$ cat src/rtl/soc_req_arbiter.sv
// Round-robin arbiter merging NumReq request channels onto one SoC port, with an
// in-order ID FIFO that routes each SoC response back to the requester that issued it.
module soc_req_arbiter #(
    parameter int unsigned NumReq         = 4,
    parameter int unsigned AddrWidth      = 32,
    parameter int unsigned DataWidth      = 32,
    parameter int unsigned MaxOutstanding = 8,
    localparam int unsigned StrbWidth     = DataWidth / 8,
    localparam int unsigned IdxW          = $clog2(NumReq),
    localparam int unsigned CntW          = $clog2(MaxOutstanding + 1)
) (
    input  logic                                clk_i,
    input  logic                                rst_i,
    input  logic [NumReq-1:0][AddrWidth-1:0]    req_qaddr_i,
    input  logic [NumReq-1:0]                   req_qwrite_i,
    input  logic [NumReq-1:0][3:0]              req_qamo_i,
    input  logic [NumReq-1:0][DataWidth-1:0]    req_qdata_i,
    input  logic [NumReq-1:0][StrbWidth-1:0]    req_qstrb_i,
    input  logic [NumReq-1:0]                   req_qvalid_i,
    output logic [NumReq-1:0]                   req_qready_o,
    output logic [NumReq-1:0][DataWidth-1:0]    req_pdata_o,
    output logic [NumReq-1:0]                   req_pwrite_o,
    output logic [NumReq-1:0]                   req_perror_o,
    output logic [NumReq-1:0]                   req_pvalid_o,
    input  logic [NumReq-1:0]                   req_pready_i,
    output logic [AddrWidth-1:0]                soc_qaddr_o,
    output logic                                soc_qwrite_o,
    output logic [3:0]                          soc_qamo_o,
    output logic [DataWidth-1:0]                soc_qdata_o,
    output logic [StrbWidth-1:0]                soc_qstrb_o,
    output logic                                soc_qvalid_o,
    input  logic                                soc_qready_i,
    input  logic [DataWidth-1:0]                soc_pdata_i,
    input  logic                                soc_pwrite_i,
    input  logic                                soc_perror_i,
    input  logic                                soc_pvalid_i,
    output logic                                soc_pready_o,
    output logic [CntW-1:0]                     outstanding_o,
    output logic                                unexpected_rsp_o
);

    localparam int unsigned PtrW = (MaxOutstanding > 1) ? $clog2(MaxOutstanding) : 1;

    if (NumReq < 2) begin : g_chk_numreq
        $error("soc_req_arbiter: NumReq must be >= 2");
    end
    if (MaxOutstanding < 1) begin : g_chk_maxout
        $error("soc_req_arbiter: MaxOutstanding must be >= 1");
    end
    if ((DataWidth % 8) != 0) begin : g_chk_dw
        $error("soc_req_arbiter: DataWidth must be a multiple of 8");
    end

    logic [IdxW-1:0] rr_q, rr_d;
    logic            lock_q, lock_d;
    logic [IdxW-1:0] lock_idx_q, lock_idx_d;
    logic [IdxW-1:0] fifo_q [MaxOutstanding];
    logic [IdxW-1:0] fifo_d [MaxOutstanding];
    logic [PtrW-1:0] wr_ptr_q, wr_ptr_d;
    logic [PtrW-1:0] rd_ptr_q, rd_ptr_d;
    logic [CntW-1:0] cnt_q, cnt_d;
    logic            unexpected_q, unexpected_d;

    logic            full;
    logic            empty;
    logic            found;
    logic [IdxW-1:0] grant;
    logic [IdxW-1:0] head;
    logic [IdxW-1:0] cand_idx;
    logic            push;
    logic            pop;
    int              cand;

    // Full is taken from registered occupancy only, so a pop never frees a slot in its own cycle.
    always_comb begin
        full     = (cnt_q == CntW'(MaxOutstanding));
        empty    = (cnt_q == '0);
        found    = 1'b0;
        grant    = rr_q;
        cand     = 0;
        cand_idx = '0;
        for (int i = 0; i < int'(NumReq); i++) begin
            cand = int'(rr_q) + i;
            if (cand >= int'(NumReq)) begin
                cand = cand - int'(NumReq);
            end
            cand_idx = IdxW'(cand);
            if (!found && req_qvalid_i[cand_idx]) begin
                found = 1'b1;
                grant = cand_idx;
            end
        end
        if (lock_q) begin
            grant = lock_idx_q;
        end

        soc_qvalid_o = !full && ((|req_qvalid_i) || lock_q);
        soc_qaddr_o  = req_qaddr_i[grant];
        soc_qwrite_o = req_qwrite_i[grant];
        soc_qamo_o   = req_qamo_i[grant];
        soc_qdata_o  = req_qdata_i[grant];
        soc_qstrb_o  = req_qstrb_i[grant];

        push         = soc_qvalid_o && soc_qready_i;
        req_qready_o = '0;
        if (push) begin
            req_qready_o[grant] = 1'b1;
        end

        head         = fifo_q[rd_ptr_q];
        req_pvalid_o = '0;
        soc_pready_o = 1'b0;
        if (empty) begin
            soc_pready_o = soc_pvalid_i;
        end else begin
            req_pvalid_o[head] = soc_pvalid_i;
            soc_pready_o       = req_pready_i[head];
        end
        pop = !empty && soc_pvalid_i && soc_pready_o;

        for (int i = 0; i < int'(NumReq); i++) begin
            req_pdata_o[i]  = soc_pdata_i;
            req_pwrite_o[i] = soc_pwrite_i;
            req_perror_o[i] = soc_perror_i;
        end
    end

    // An unacknowledged grant locks onto its requester so the SoC payload stays stable.
    always_comb begin
        rr_d         = rr_q;
        lock_d       = lock_q;
        lock_idx_d   = lock_idx_q;
        fifo_d       = fifo_q;
        wr_ptr_d     = wr_ptr_q;
        rd_ptr_d     = rd_ptr_q;
        cnt_d        = cnt_q + CntW'(push) - CntW'(pop);
        unexpected_d = unexpected_q || (empty && soc_pvalid_i);

        if (push) begin
            lock_d           = 1'b0;
            rr_d             = (grant == IdxW'(NumReq - 1)) ? '0 : grant + 1'b1;
            fifo_d[wr_ptr_q] = grant;
            wr_ptr_d         = (wr_ptr_q == PtrW'(MaxOutstanding - 1)) ? '0 : wr_ptr_q + 1'b1;
        end else if (soc_qvalid_o) begin
            lock_d     = 1'b1;
            lock_idx_d = grant;
        end

        if (pop) begin
            rd_ptr_d = (rd_ptr_q == PtrW'(MaxOutstanding - 1)) ? '0 : rd_ptr_q + 1'b1;
        end
    end

    always_ff @(posedge clk_i) begin
        if (rst_i) begin
            rr_q         <= '0;
            lock_q       <= 1'b0;
            lock_idx_q   <= '0;
            fifo_q       <= '{default: '0};
            wr_ptr_q     <= '0;
            rd_ptr_q     <= '0;
            cnt_q        <= '0;
            unexpected_q <= 1'b0;
        end else begin
            rr_q         <= rr_d;
            lock_q       <= lock_d;
            lock_idx_q   <= lock_idx_d;
            fifo_q       <= fifo_d;
            wr_ptr_q     <= wr_ptr_d;
            rd_ptr_q     <= rd_ptr_d;
            cnt_q        <= cnt_d;
            unexpected_q <= unexpected_d;
        end
    end

    assign outstanding_o    = cnt_q;
    assign unexpected_rsp_o = unexpected_q;

endmodule

$ cat config.mk
export PLATFORM = sky130hd
export DESIGN_NAME = soc_req_arbiter
export DESIGN_NICKNAME = d
export VERILOG_FILES = /design/src/rtl/soc_req_arbiter.sv
export SDC_FILE = /design/constraint.sdc
export NUM_CORES = 1
export LEC_CHECK = 0
export ABC_AREA = 1
export BUFFER_PORTS_ARGS = -buffer_cell sky130_fd_sc_hd__buf_4
export CAP_MARGIN = 20
export CORE_AREA = 2 2 219 221
export CTS_BUF_LIST = sky130_fd_sc_hd__clkbuf_8
export CTS_CLUSTER_SIZE = 16
export DETAILED_ROUTE_END_ITERATION = 16
export DIE_AREA = 0 0 221 223
export SLEW_MARGIN = 15
export SYNTH_ARGS = -nofsm -noshare
export SYNTH_HDL_FRONTEND = slang
export SYNTH_SLANG_ARGS = --single-unit
$ cat constraint.sdc
create_clock -name clk_i -period 2.55 [get_ports clk_i]
set_input_delay 0.6375 -clock clk_i [delete_from_list [all_inputs] [get_ports clk_i]]
set_output_delay 0.6375 -clock clk_i [all_outputs]
set_load 0.02 [all_outputs]
After elaboration in Yosys (flattened, before gate mapping)
Cells that the tools add are included.
- output and inout port bits: 224
- input bits: 338
- word-level logic and storage cells: 120
- register bits after elaboration: 32
- add/sub/neg operators: 12
- order comparisons: 15
- muxes and demuxes: 48
- equal/unequal tests: 4
- bitwise logic cells: 4
- reduce and logical (&&, ||, !) cells: 22
- operators by type and width (cell ; number):
    binary-select mux 32 bit (select 2 bit) ; 2
    2-to-1 mux 32 bit ; 2
    2-to-1 mux 2 bit ; 13
    less-than comparator 2 x 3 -> 1 bit, second input constant ; 6
    binary-select mux 4 bit (select 2 bit) ; 2
    bitwise mux 16 bit ; 1
    2-to-1 mux 4 bit ; 4
    binary-select mux 1 bit (select 2 bit) ; 6
    2-to-1 mux 1 bit ; 12
    logical AND 1 bit ; 11
    >= comparator 3 bit, second input constant ; 3
    >= comparator 4 bit, second input constant ; 2
    inverter 3 -> 4 bit ; 2
    subtractor 2 x 1 -> 2 bit, second input constant ; 4
    adder 2 x 2 -> 3 bit, second input constant ; 2
    adder 3 x 1 -> 3 bit, second input constant ; 2
    binary-select mux 2 bit (select 3 bit) ; 1
    demux 2 bit (select 3 bit) ; 1
    equality test 3 bit, second input constant ; 2
    2-to-1 mux 3 bit ; 2
    logical NOT 1 bit ; 5
    adder 4 x 1 -> 4 bit ; 1
    bitwise AND 4 bit ; 1
    demux 1 bit (select 2 bit) ; 2
    14 further kinds ; 16

Depth between registers and ports, before layout
- depth after elaboration: 20
- gate-level depth with buffers: 20
- depth with buffers taken out: 19

Worst setup path before layout
No wires, ideal clock.
- path type: input port to output port
- start point: input req_qvalid_i[3]
- end point: output req_qready_o[2]
- arrival time: 2.170 ns
- stages: 14
- path slack: -0.258 ns
- cell sequence: nand2_1 > nand3_1 > nand2_1 > inv_1 > nor2_4 > nand3_1 > nand3_2 > nand2_2 > buf_4 > buf_4 > inv_1 > ha_1 > inv_1 > nor2_1
- longest elaborated chain between the ends: 18
- ends and longest elaborated chain (what ; RTL line ; text):
    from (decl) ; 19 ; input logic [NumReq-1:0] req_qvalid_i,
    binary-select mux 1 bit (select 2 bit) ; 88 ; if (!found && req_qvalid_i[cand_idx]) begin
    2-to-1 mux 1 bit (implied by the code) ; 88 ;
    2-to-1 mux 1 bit ; 88 ;
    logical NOT 1 bit ; 88 ;
    logical AND 1 bit ; 88 ;
    2-to-1 mux 1 bit ; 88 ;
    logical NOT 1 bit ; 88 ;
    logical AND 1 bit ; 88 ;
    [3 not listed] ; - ;
    2-to-1 mux 2 bit * ; 88 ;
    2-to-1 mux 2 bit * ; 93 ; if (lock_q) begin
    via grant[0] ; 67 ; logic [IdxW-1:0] grant;
    less-than comparator 2 x 3 -> 1 bit (implied by the code) / >= comparator 2 x 1 -> 1 bit (equally long branches) ; 107 ; req_qready_o[grant] = 1'b1;
    logical AND 1 bit (implied by the code) ; 107 ;
    2-to-1 mux 1 bit (implied by the code) ; 107 ;
    demux 1 bit (select 2 bit) * ; 107 ;
    2-to-1 mux 4 bit * ; 106 ; if (push) begin
    to (decl) ; 20 ; output logic [NumReq-1:0] req_qready_o,
The timed path passes the listed nets; every way through them passes the cells marked *. The select of a mux whose other input is x is not followed.

Worst setup path in the final report
- start point: register rr_q[0]
- end point: output soc_qdata_o[2]
- longest elaborated chain between the ends: 17
- ends and longest elaborated chain (what ; RTL line ; text):
    from (decl) ; 54 ; logic [IdxW-1:0] rr_q, rr_d;
    from (signal assigned) ; 165 ; rr_q <= rr_d;
    branches (longest 13 deep; another with adder 2 x 1 -> 3 bit) ; - ;
    2-to-1 mux 2 bit * ; 88 ;
    2-to-1 mux 2 bit * ; 93 ;
    binary-select mux 32 bit (select 2 bit) * ; 101 ; soc_qdata_o = req_qdata_i[grant];
    2-to-1 mux 32 bit (implied by the code) * ; 101 ;
    to (decl) ; 29 ; output logic [DataWidth-1:0] soc_qdata_o,
Mark *: on every way between the ends. The select of a mux whose other input is x is not followed.

==> flow_summary.json <==
{
  "status": "finished with violations",
  "violations": "negative setup slack",
  "synth.net_count": 1557,
  "clk_latency_ns": 0.30,
  "grt_setup_unrepaired": "yes",
  "coreArea_mm2": 0.0471,
  "max_freq_mhz": 322,
  "cts_hold_buf": 0,
  "routabilityCongestion": 0.858,
  "skew_ns": 0.00863,
  "r2r_setup_slack_ns": 0.15,
  "critPathTopFamily": "simple AND/OR/NAND/NOR gates",
  "whs_endpoint": "unexpected_rsp_o$_SDFF_PP0_",
  "startpoint_type": "register",
  "synth_cell_types": 29,
  "slew_headroom_pct": 78.7,
  "grt_use_total_pct": 12.6,
  "period_share_pct": 122,
  "crit_path_frequent_cell": "nand2_2",
  "initial_core_util_pct": 14.2,
  "synth_edf_count": 0,
  "ys_seq_area_share_pct": 9.56,
  "vdd_ir_drop_max_uv": 906,
  "synth_ff_type": "dfxtp_1",
  "holdCritPathClass": "register to register",
  "rows": 80,
  "post-route-drc-count": 0,
  "vias": 8679,
  "hp-start": "unexpected_rsp_o$_SDFF_PP0_",
  "worst_path_max_delay_cell": "dfxtp_4",
  "grt_overflow": 0,
  "ys_top_cells_by_count": "321 x nand2_1, 219 x inv_1, 174 x nand3_1",
  "final-hold-violation-count": 0,
  "avgSynthCellArea_um2": 5.56,
  "grt_pass1_wl_mm": 47.5,
  "area_delta_synth_final_pct": 83.7,
  "worstSetupEndpointType": "output pin",
  "top_usage_layer": "met2",
  "synth_top_area_share_pct": 18.0,
  "critical_path_class": "register to output pin",
  "synth.cell_area_mm2": 0.00670,
  "pwr_density_cell_mw_per_mm2": 1800,
  "grt_pass1_vias": 7933,
  "cts_sinks": 32,
  "critPathBufInv": 6,
  "fp.dieH_um": 223,
  "die_x_um": 221,
  "yosys-top-cells-area": "nand2_1 18%, buf_4 17%, nand3b_1 16%, nand3_1 13%, inv_1 12%",
  "dr.first_iter.drc_count": 508,
  "numCtsBuffers": 5,
  "dp_hpwl_mm": 25.7,
  "fin_setup_tns_ns": -37.53,
  "first_pass_iters": 5,
  "slowest_delay_ns": 0.37,
  "numPortBuffers": 391,
  "setup_viol": 77,
  "synth.most_common_cell": "nand2_1",
  "crit_chain": "buf_8 > nand2_4 > nand3_4 > nand2_4 > inv_4 > nor2_4 > nand2_2 > nand2_2 > nand3_4 > buf_12 > buf_16 > buf_12 > nand3b_1 > nand3_2 > nand2_2 > buf_6",
  "setup_slack_ns": -0.559,
  "wl_per_cell_um": 17.0,
  "dpl.cell_count": 2076,
  "grtUsageMet1_pct": 15.0,
  "antenna_found_initial": 3,
  "p_leak_nw": 6.56,
  "grt_use_met2_pct": 21.7,
  "path_clk_slew_ns": 0.08,
  "async_flop_share_pct": 0,
  "worst_slew_pin_slew_ns": 0.320,
  "ys_warn_count": 0,
  "cts_tree": "done",
  "ys_ff_latch": 32,
  "h-tree-depth": 2,
  "clockRootBuffer": "clkbuf_8",
  "rr_endpoint": "outstanding_o[1]$_SDFF_PP0_",
  "via_per_inst": 4.06,
  "r2r_start": "rd_ptr_q[0]$_SDFFE_PP0P_",
  "maxCapViolCount": 0,
  "finalNonFillerCells": 2139,
  "io_pins": 562,
  "worstHoldPathCells": 2,
  "period_minus_slack_ns": 3.11,
  "drive_above_1_share_pct": 50.1,
  "die-area_mm2": 0.0493,
  "antenna_left": 0,
  "clockBufferDepth": 2,
  "cp_max_fo": 9,
  "rr_worst_depth": 17,
  "synth_cells": 1204,
  "met3_usage_pct": 3.06,
  "cp_data_arrival_time_ns": 2.47,
  "cp.required_ns": 1.91,
  "fin_util_pct": 26.1,
  "wirelength_mm": 36.5,
  "layout.nets": 1875,
  "drv_slew": 0,
  "yosys.area.top_type": "nand2_1",
  "grt_max_degree": 55
}
## flip-flops by register name (all words and copies together) (netlist names)
name / count
fifo_q: 16
rr_q: 2
unexpected_rsp_o: 1
outstanding_o: 4
rd_ptr_q: 3
lock_q: 1
lock_idx_q: 2
wr_ptr_q: 3
## worst max path at each step
stage | depth (start not counted) | slack [ns] | endpoint | start
after floorplan | 14 | -0.02 | req_qready_o[1] | req_qvalid_i[0]
after global placement | 14 | -0.56 | soc_qdata_o[2] | req_qvalid_i[1]
after detailed placement | 14 | -0.58 | soc_qdata_o[2] | req_qvalid_i[1]
after CTS | 16 | -0.51 | soc_qaddr_o[31] | rr_q[0]$_SDFFE_PP0P_
after global routing | 17 | -0.67 | soc_qaddr_o[11] | rr_q[0]$_SDFFE_PP0P_
final | 16 | -0.56 | soc_qdata_o[2] | rr_q[0]$_SDFFE_PP0P_
## cells by family after synthesis
| family | after synthesis | share of synthesized area (%) |
|---|---|---|
| AOI/OAI and AO/OA | 49 | 3.77 |
| adders and majority gates | 15 | 2.91 |
| buffers and inverters | 430 | 33.6 |
| DFF | 32 | 9.56 |
| xor gates and xnor gates | 1 | 0.131 |
| and+or+nand+nor | 677 | 50.0 |
## tightest hold or removal path: stages, from the launching register on
cell and delay, ns:
dfxtp_1 0.32, inv_1 0.05, a21oi_1 0.05
## metal layers
layer,part of all wire [%],vias to the layer above
li1,-,4248
met5,0.096,-
met1,40,3886
met4,4.3,6
met2,48,411
met3,7.6,128
## cell usage in the layout, fill, tap and decap left out, types with 5 or more instances in the layout
cell type	count
nand2_1	199
buf_4	381
nand3b_1	147
ha_1	8
o21ai_0	22
nand3_1	98
inv_2	8
nand2_4	38
dfxtp_1	29
buf_8	5
nor2_4	7
nand3_2	74
nor2_1	16
a21oi_1	23
inv_1	208
clkbuf_8	5
buf_6	81
nand2_2	86
clkbuf_16	10
buf_12	21
buf_16	19
ha_4	5
## stage by stage
step	total power, mW	cell area, um2	setup slack, ns	hold WS, ns
after floorplan	8.99	6770	-0.0160	0.487
after global placement	14.8	9800	-0.555	0.439
after detailed placement	14.8	9800	-0.578	0.452
after CTS	18.0	10700	-0.512	0.463
after global routing	23.6	12300	-0.673	0.493
final	22.1	12300	-0.559	0.467
## where the power goes
part	leakage, nW	internal, mW	switching (mW)
Sequential	0.264	0.623	0.110
Combinational	6.25	9.79	11.1
Clock	0.0541	0.289	0.210
Total	6.56	10.7	11.4
## final cells by class
class	instances	area (um2)
Clock buffer	5	68.8
Tap cell	615	769
Timing Repair Buffer	517	5040
Inverter	223	872
Antenna cell	1	2.50
Clock inverter	3	42.5
Sequential cell	32	649
Multi-Input combinational cell	743	4860
Fill cell	5163	34800
## repair_timing
action                                  in CTS  in global routing
gates cloned                                12                 16
resized for setup                           90                310
pin swaps                                    5                 94
endpoints found under the setup margin      79                 81
setup buffers                                9                 18
Note: power is estimated with default switching activity, not from simulation.
